File: src/rtl/rv523_shift_pkg.sv
// Shared definitions for the RV523 iterative shifter: op encodings,
// FSM state type and the default datapath width.
package rv523_shift_pkg;

  localparam int XLEN_DEFAULT = 32;

  // bit0 selects right shift, bit1 selects arithmetic fill (right only)
  localparam logic [1:0] OP_SLL = 2'b00;
  localparam logic [1:0] OP_SRL = 2'b01;
  localparam logic [1:0] OP_SRA = 2'b11;

  typedef enum logic [1:0] {
    IDLE  = 2'd0,
    SHIFT = 2'd1,
    DONE  = 2'd2
  } shift_state_e;

endpackage

File: src/rtl/rv523_shift_step.sv
// One combinational shift step for the RV523 shifter: shifts the working
// value by 1 or by 4 positions, left or right, with zero or sign fill.
// An arithmetic op without the right bit (2'b10) shifts left.
module rv523_shift_step #(
  parameter int XLEN = 32
) (
  input  logic [XLEN-1:0] i_data,
  input  logic [1:0]      i_op,
  input  logic            i_step4,
  output logic [XLEN-1:0] o_data
);

  logic w_right;
  logic w_fill;

  assign w_right = i_op[0];
  // Sign bit is taken from the value before this step
  assign w_fill  = i_op[1] & i_op[0] & i_data[XLEN-1];

  // Select direction and distance for this step
  always_comb begin
    o_data = i_data;
    if (w_right) begin
      if (i_step4) o_data = {{4{w_fill}}, i_data[XLEN-1:4]};
      else         o_data = {w_fill, i_data[XLEN-1:1]};
    end else begin
      if (i_step4) o_data = {i_data[XLEN-5:0], 4'b0000};
      else         o_data = {i_data[XLEN-2:0], 1'b0};
    end
  end

endmodule

File: src/rtl/rv523_shift_unit.sv
// RV523 execute-stage shifter (SLL/SRL/SRA and immediate forms).
// Iterative: one shift step per clock instead of a full barrel shifter.
// Optional macro RV523_SHIFT_STEP4_EN: take 4-bit steps while at least
// four positions remain, then finish with 1-bit steps. Results are the
// same either way; only the latency changes.
module rv523_shift_unit
  import rv523_shift_pkg::*;
#(
  parameter  int XLEN = XLEN_DEFAULT,
  localparam int SHW  = $clog2(XLEN)
) (
  input  logic            CLK,
  input  logic            RST,
  input  logic            KILL,
  input  logic            IN_VALID,
  output logic            IN_READY,
  input  logic [1:0]      IN_OP,
  input  logic [XLEN-1:0] IN_DATA,
  input  logic [SHW-1:0]  IN_SHAMT,
  output logic            OUT_VALID,
  input  logic            OUT_READY,
  output logic [XLEN-1:0] OUT_DATA
);

  localparam logic [SHW-1:0] CNT_ONE  = SHW'(1);
  localparam logic [SHW-1:0] CNT_FOUR = SHW'(4);

  shift_state_e    r_state;
  logic [XLEN-1:0] r_data;
  logic [SHW-1:0]  r_cnt;
  logic [1:0]      r_op;

  logic            w_step4;
  logic [XLEN-1:0] w_step_data;
  logic [SHW-1:0]  w_cnt_nxt;

`ifdef RV523_SHIFT_STEP4_EN
  assign w_step4 = (r_cnt >= CNT_FOUR);
`else
  assign w_step4 = 1'b0;
`endif

  assign w_cnt_nxt = r_cnt - (w_step4 ? CNT_FOUR : CNT_ONE);

  rv523_shift_step #(
    .XLEN (XLEN)
  ) u_step (
    .i_data  (r_data),
    .i_op    (r_op),
    .i_step4 (w_step4),
    .o_data  (w_step_data)
  );

  assign IN_READY  = (r_state == IDLE) && !KILL;
  assign OUT_VALID = (r_state == DONE);
  assign OUT_DATA  = r_data;

  // Handshake FSM: accept, iterate shift steps, hold result until taken
  always_ff @(posedge CLK) begin
    if (RST) begin
      r_state <= IDLE;
      r_data  <= '0;
      r_cnt   <= '0;
      r_op    <= '0;
    end else if (KILL) begin
      r_state <= IDLE;
    end else begin
      case (r_state)
        IDLE: begin
          if (IN_VALID) begin
            r_data  <= IN_DATA;
            r_cnt   <= IN_SHAMT;
            r_op    <= IN_OP;
            r_state <= (IN_SHAMT == '0) ? DONE : SHIFT;
          end
        end
        SHIFT: begin
          r_data <= w_step_data;
          r_cnt  <= w_cnt_nxt;
          if (w_cnt_nxt == '0) r_state <= DONE;
        end
        DONE: begin
          if (OUT_READY) r_state <= IDLE;
        end
        default: r_state <= IDLE;
      endcase
    end
  end

endmodule
File: config.mk
export PLATFORM = sky130hd
export DESIGN_NAME = rv523_shift_unit
export DESIGN_NICKNAME = d
export VERILOG_FILES = /design/src/rtl/rv523_shift_pkg.sv /design/src/rtl/rv523_shift_step.sv /design/src/rtl/rv523_shift_unit.sv
export SDC_FILE = /design/constraint.sdc
export NUM_CORES = 1
export LEC_CHECK = 0
export ABC_AREA = 0
export CAP_MARGIN = 20
export CORE_MARGIN = 8
export CORE_UTILIZATION = 54
export CTS_BUF_LIST = sky130_fd_sc_hd__clkbuf_8
export DETAILED_ROUTE_END_ITERATION = 10
export MAX_ROUTING_LAYER = met4
export PLACE_DENSITY = 0.89
export SLEW_MARGIN = 20
export SYNTH_ARGS = -nofsm -noshare
export SYNTH_HDL_FRONTEND = slang
export SYNTH_HIERARCHICAL = 1
export SYNTH_SLANG_ARGS = --single-unit
File: constraint.sdc
create_clock -name CLK -period 4.4 [get_ports CLK]
set_input_delay 0.66 -clock CLK [delete_from_list [all_inputs] [get_ports CLK]]
set_output_delay 0.66 -clock CLK [all_outputs]
set_load 0.03 [all_outputs]
Word level (Yosys, flattened, before mapping)
Index checks and enable logic that the tools add are counted.
{ "totals": {"register_bits": 41, "in_bits": 44, "output_inout_bits": 34, "word_cells": 33} }
{ "classes": {"add_sub_neg": 1, "eq_ne": 5, "mux": 10, "bitwise_logic": 3, "n_reduce_logical": 10} }
{ "op_table": {"columns": ["op", "n"], "rows": [
  ["2-to-1 mux 32 bit", 2],
  ["case mux 32 bit (2 select lines)", 1],
  ["logical NOT 5 bit", 2],
  ["case mux 5 bit (2 select lines)", 1],
  ["AND reduction 3 bit", 3],
  ["2-to-1 mux 2 bit", 4],
  ["case mux 2 bit (3 select lines)", 1],
  ["2-to-1 mux 5 bit", 1],
  ["subtractor 5 x 1 -> 5 bit (second input constant)", 1],
  ["!= test 2 bit (second input constant)", 2],
  ["bitwise AND 1 bit", 2],
  ["== test 2 x 1 -> 1 bit (second input constant)", 1],
  ["== test 2 bit (second input constant)", 1],
  ["logical NOT 2 bit", 1],
  ["!= test 2 x 1 -> 1 bit (second input constant)", 1],
  ["nonzero test 2 bit", 1],
  ["OR reduction 2 bit", 1],
  ["logical AND 1 bit", 1],
  ["logical NOT 1 bit", 1],
  ["inverter 1 bit", 1]
]} }

Logic depth before layout (Yosys ltp)
Gate-level depths: netlist (run 1).
{ "logic_depth": {"word_depth": 4, "ltp_mapped": 7, "depth_no_buf": 6} }

Modules after synthesis
Netlist (run 1), hierarchy kept.
{ "modules_own_cells": {"columns": ["mod", "instances", "cells_per_inst", "area_each_um2", "seq_area_each_um2"], "rows": [
  ["rv523_shift_unit", 1, 254, 1954.4, 820.8],
  ["rv523_shift_step", 1, 59, 795.8, 0.0]
]} }

Worst setup path after synthesis (run 1)
Ideal clock, no wire load.
{ "synth_path": {"path_kind": "input-to-output", "start": "input KILL", "end": "output IN_READY", "arrival_ns": 1.456, "t_required_ns": 3.740, "path_slack_ns": 2.284, "stages": 1, "path_buffers": 0, "path_cell_list": "nor3_1"} }
{ "synth_between": {"elab_chain_len": 2} }
{ "synth_lines": {"columns": ["element", "line_no", "source"], "rows": [
  ["start: declaration", "rv523_shift_unit.sv:14", "input logic KILL,"],
  ["logical NOT 1 bit", "rv523_shift_unit.sv:54", "assign IN_READY = (r_state == IDLE) && !KILL;"],
  ["logical AND 1 bit", "rv523_shift_unit.sv:54", null],
  ["end: declaration", "rv523_shift_unit.sv:16", "output logic IN_READY,"]
]} }
Every way passes these cells.

Worst setup path in the final report (run 1)
Ends and elaborated chain as after synthesis.

==> results of run 1 <==
## critical path, cell delays in order
cell and delay [ns]:
clkdlybuf4s50_1 0.54, nor3_1 0.39, clkdlybuf4s50_1 0.75
## cell families (layout without fill, tap and decap cells)
group / Yosys count / after routing / synth area share
AO/OA/AOI/OAI: 63 / 63 / 0.176
other: 1 / 2 / 0.00136
XOR/XNOR: 1 / 1 / 0.00319
adder cells (fa/ha/maj): 2 / 2 / 0.00910
multiplexers: 31 / 31 / 0.222
buffers and inverters: 36 / 94 / 0.0737
flip-flops: 41 / 41 / 0.298
AND/OR/NAND/NOR: 138 / 138 / 0.216
## worst max path at each step
stage,start,end,slack [ns],depth (start not counted)
2_1_floorplan,KILL,IN_READY,2.28,1
3_3_place_gp,KILL,IN_READY,1.43,3
3_5_place_dp,KILL,IN_READY,1.37,3
4_1_cts,KILL,IN_READY,1.37,3
5_1_grt,KILL,IN_READY,1.29,3
6_report,KILL,IN_READY,1.40,3
## where the power goes
group          internal [W]  leakage, nW  switching [W]
sequential         0.000400        0.338      0.0000466
clock              0.000108       0.0491       0.000128
combinational      0.000160        0.830       0.000160
total              0.000668         1.22       0.000334
## cells in the mapped netlist, types with 3 or more instances
cell / n
nand3_1: 7
buf_4: 6
mux2i_1: 7
nor2b_1: 5
nand2b_1: 3
a211oi_1: 5
nor3_1: 4
dfxtp_1: 41
clkbuf_1: 6
a21oi_1: 5
o21ai_1: 3
a311oi_1: 32
nor2_1: 39
inv_1: 4
mux4_2: 24
nand2_1: 70
o21ai_0: 8
buf_2: 17
## state kept, by name, indices dropped and copies added, names as in the netlist
| name | flops |
|---|---|
| r_op | 2 |
| OUT_DATA | 32 |
| r_state | 2 |
| r_cnt | 5 |
## per-layer routing
layer / vias to the layer above / track usage / share of wire
li1: 1276 / - / -
met1: 1261 / 0.239 / 0.40
met3: 15 / 0.0358 / 0.072
met5: - / - / 0
met4: 0 / 0.0891 / 0.022
met2: 132 / 0.334 / 0.50
## metrics by stage
step | hold slack (ns) | instances | util
2_1_floorplan | 0.437 | 314 | -
3_3_place_gp | 0.472 | 434 | 0.693
3_5_place_dp | 0.485 | 434 | 0.693
4_1_cts | 0.497 | 442 | 0.709
5_1_grt | 0.517 | 442 | 0.709
6_report | 0.499 | 442 | 0.709
## cell type report
cell class | instances | area share
Multi-Input combinational cell | 237 | 0.489
Sequential cell | 41 | 0.231
Timing Repair Buffer | 82 | 0.227
Tap cell | 70 | 0.0246
Clock buffer | 5 | 0.0194
Inverter | 4 | 0.00423
Clock inverter | 3 | 0.00387
## cells in the final DEF, fill, tap and decap left out, types with 5 or more instances in the layout
cell type	instances
nand2_1	70
a21oi_1	5
clkdlybuf4s50_1	77
o21ai_0	8
nor2_1	39
nand3_1	7
a211oi_1	5
buf_4	5
dfxtp_1	41
clkbuf_8	5
a311oi_1	32
mux2i_1	7
mux4_2	24
inv_1	5
==> flow_summary.ini, run 1 <==
[status]
outcome = finished, final reports clean

[setup_path]
crit_path_max_fanout = 5
rr_endpoint = OUT_DATA[17]
worstPathRequired_ns = 3.74
crit_type = in2out
ff2ff_path_depth = 5
critical_path_arrival_ns = 2.34
rr_startpoint = r_state[0]
end_kind = primary output
startpoint_type = input port
rrSetupSlack_ns = 2.55

[sta]
skew_ns = 0.00189
fin_crit_ns = 3.00
rsz0062_at_grt = no
final_max_slew_viol_count = 0
fmax_ghz = 0.333
worstMarginPinSlew_ns = 0.643
layout_setup_ws_ns = 1.40
tns_ns = 0
setup_violations = 0
fin_crit_sh = 0.683
slew_headroom = 0.567
finalHoldViolations = 0

[synth]
synth-edff-count = 0
synth_cell_types = 39
mappedNetlistArea_um2 = 2750
syn_avg_cell_area_um2 = 8.79
async_flop_share = 0
synth.top_cells.by_area = dfxtp_1 (30%), mux4_2 (20%), a311oi_1 (10%), nand2_1 (9.6%), nor2_1 (5.3%)
synth_cells = 313
synth_seq_cells = 41
yosysTopAreaCellShare = 0.298
synth_top_area_cell = dfxtp_1
ys_seq_area_frac = 0.298
synthFlopType = dfxtp_1
yosysWarnings = 6

[min_path]
hp-start = r_op[1]
min_to = r_op[1]
hp-class = reg2reg
hold_depth = 2

[drt]
num_vias = 2684
drc = 0
ant_nets = 0
viasPerCell = 6.07
drt_wl_total_um = 7450
wl_per_cell_um = 16.9
first_iter_violations = 239
drt_pass1_iterations = 4

[global_routing]
grt_util_all_layers = 0.204
grt_pass1_vias = 2562
grt_pass1_wl_um = 12200
grt_max_degree = 68
grt-ovfl-total = 0
antenna_found_initial = 0

[cts]
clk_pin_slew_ns = 0.08
cts_hold_buf = 0
cts_made_buffers = 5
cts_setup_buffers = 0
postCtsResizedCells = 0
clockRootBuffer = clkbuf_8
insertion_delay_ns = 0.29
cts_buffer_depth = 2
htree_levels = 2
cts_sinks = 41
tritoncts = built

[placement]
place_area_um2 = 3470
portBuffers = 77
gp_congestion = 0.860
dp_slack_ns = 1.37
place_hpwl_um = 5300

[cells_and_area]
drive_gt1_frac = 0.108
num-fill-cells = 408
diodes = 0
multi_input_area_um2 = 1740
syn_to_final_growth_pct = 29.2
fin_nets = 417
final_area_um2 = 3550
seqCellArea_um2 = 821

[die]
initial_core_util = 0.549
core.rowCount = 26
die_w_um = 87.4
core_area_um2 = 5010
die_h_um = 87.4
ios = 78
die_area_um2 = 7630

[power_and_ir_drop]
worst_ir_drop_vdd_v = 0.000154
p_per_area_nw_per_um2 = 282
leakage_nw = 1.22
fin_total_pwr_w = 0.00100

[job]
max_cap_violations = 0
No activity file was read; power rests on OpenSTA's default activity.
==> run 2: changes to the inputs <==
Settings changed: CORE_UTILIZATION 54 to 45, PLACE_DENSITY 0.89 to 0.79.
Clock period 4.4 ns to 2.5 ns, I/O delays scaled along.
==> run 2 against run 1 <==
Net effect: critical path depth is 1 lower; hold slack improved by 0.0028 ns; cell area rose by 2.3%; clock power is 130% higher; sequential share of layout area down 0.51 points; clock-buffer cell count increased by 1; first-iteration DRC count fell by 27%; global-route usage decreased by 2.1 points; clock skew increased by 0.0083 ns; via count barely moved.
==> flow_summary.ini, run 2 (synthesized netlist as in run 1, its figures left out) <==
[sta]
final_max_slew_viol_count = 0
setup_violations = 0
rsz0062_at_grt = no
fmax_ghz = 0.438
skew_ns = 0.0102
slew_headroom = 0.482
worstMarginPinSlew_ns = 0.774
fin_crit_sh = 0.914
fin_crit_ns = 2.29
tns_ns = 0
finalHoldViolations = 0

[setup_path]
critical_path_arrival_ns = 1.91
path_buf_inv = 1
rrSetupSlack_ns = 0.74
crit_family = buffers and inverters
crit_path_max_fanout = 10
slowest_delay_ns = 0.77
ff2ff_path_depth = 4
cp_cell_sequence = nor3_1 > clkdlybuf4s50_1
crit_type = reg2out
rr_endpoint = OUT_DATA[8]
end_kind = primary output
startpoint_type = flip-flop
crit_slowest_cell = clkdlybuf4s50_1
worstPathRequired_ns = 2.12
rr_startpoint = r_state[1]

[power_and_ir_drop]
leakage_nw = 1.25
fin_total_pwr_w = 0.00191
p_per_area_nw_per_um2 = 525
worst_ir_drop_vdd_v = 0.000259

[die]
ios = 78
die_h_um = 94.2
die_area_um2 = 8870
initial_core_util = 0.464
die_w_um = 94.2
core.rowCount = 28
core_area_um2 = 5920

[cts]
cts_sinks = 41
clockRootBuffer = clkbuf_8
cts_buffer_depth = 2
cts_made_buffers = 5
tritoncts = built
htree_levels = 2
cts_setup_buffers = 0
clk_pin_slew_ns = 0.08
cts_hold_buf = 0
insertion_delay_ns = 0.29
postCtsResizedCells = 0

[placement]
gp_congestion = 0.812
dp.cells = 441
place_hpwl_um = 5720
portBuffers = 77

[cells_and_area]
mostFrequentLayoutCells = clkdlybuf4s50_1 (77), nand2_1 (70), dfxtp_1 (41)
final_common_cell = clkdlybuf4s50_1
syn_to_final_growth_pct = 32.1
largest_reg_flops = 32
diodes = 0
fin_nets = 419
fin_cells = 449
drive_gt1_frac = 0.112
final_util = 0.614
num-fill-cells = 516

[global_routing]
grt_max_degree = 68
grt_pass1_wl_um = 12900
grt_pass1_vias = 2602
antenna_found_initial = 0
grt-ovfl-total = 0
grt_util_all_layers = 0.182

[job]
max_cap_violations = 0

[drt]
ant_nets = 0
drt_pass1_iterations = 4
viasPerCell = 5.98
first_iter_violations = 175
drt_wl_total_um = 7850
wl_per_cell_um = 17.5
num_vias = 2683
drc = 0

[min_path]
hp-class = reg2reg
hold_depth = 2
min_to = r_op[1]
hp-start = r_op[1]

[status]
outcome = finished, final reports clean
run 2: cell types whose count changed in the layout (fill, tap and decap cells not counted), sizes merged:
cell    change
buf         +2
bufinv      +1
clkbuf      +1
clkinv      -2
run 2: worst min-delay path, stage by stage, from the launching register on:
cell and delay, ns:
dfxtp_1 0.34, nand2_1 0.06, a21oi_1 0.05
run 2: power breakdown:
| group | internal [W] | switching [W] |
|---|---|---|
| logic | 0.000289 | 0.000285 |
| clock network | 0.000322 | 0.000224 |
| registers | 0.000705 | 0.0000840 |
| total | 0.00132 | 0.000593 |
run 2: routing by layer:
layer | wire (um) | up-vias | global-route usage
li1 | - | 1278 | -
met1 | 3210 | 1279 | 0.222
met2 | 4000 | 115 | 0.301
met3 | 541 | 11 | 0.0304
met4 | 101 | 0 | 0.0542
met5 | 0 | - | -
run 2: layout make-up:
class	instances	area, um^2	area share
well taps	75	93.8	0.0258
clock buffers	6	82.6	0.0227
clock inverters	2	33.8	0.00930
repair buffers	84	848	0.233
multi-input cells	237	1740	0.479
inverters	4	15.0	0.00413
flip-flops and latches	41	821	0.226
run 2: worst max-delay path by stage:
stage | from | cells past startpoint | to
4_1_cts | r_state[1] | 2 | IN_READY
6_report | r_state[1] | 2 | IN_READY
3_3_place_gp | KILL | 3 | IN_READY
5_1_grt | r_state[1] | 2 | IN_READY
3_5_place_dp | KILL | 3 | IN_READY
2_1_floorplan | r_state[1] | 5 | r_op[0]
run 2: through the flow:
step           cell area (um^2)  worst slack [ns]  hold slack, ns
4_1_cts                    3630             0.188           0.504
3_5_place_dp               3520             0.207           0.492
3_3_place_gp               3520             0.258           0.480
6_report                   3630             0.215           0.501
2_1_floorplan              2750             0.765           0.437
5_1_grt                    3630             0.102           0.530
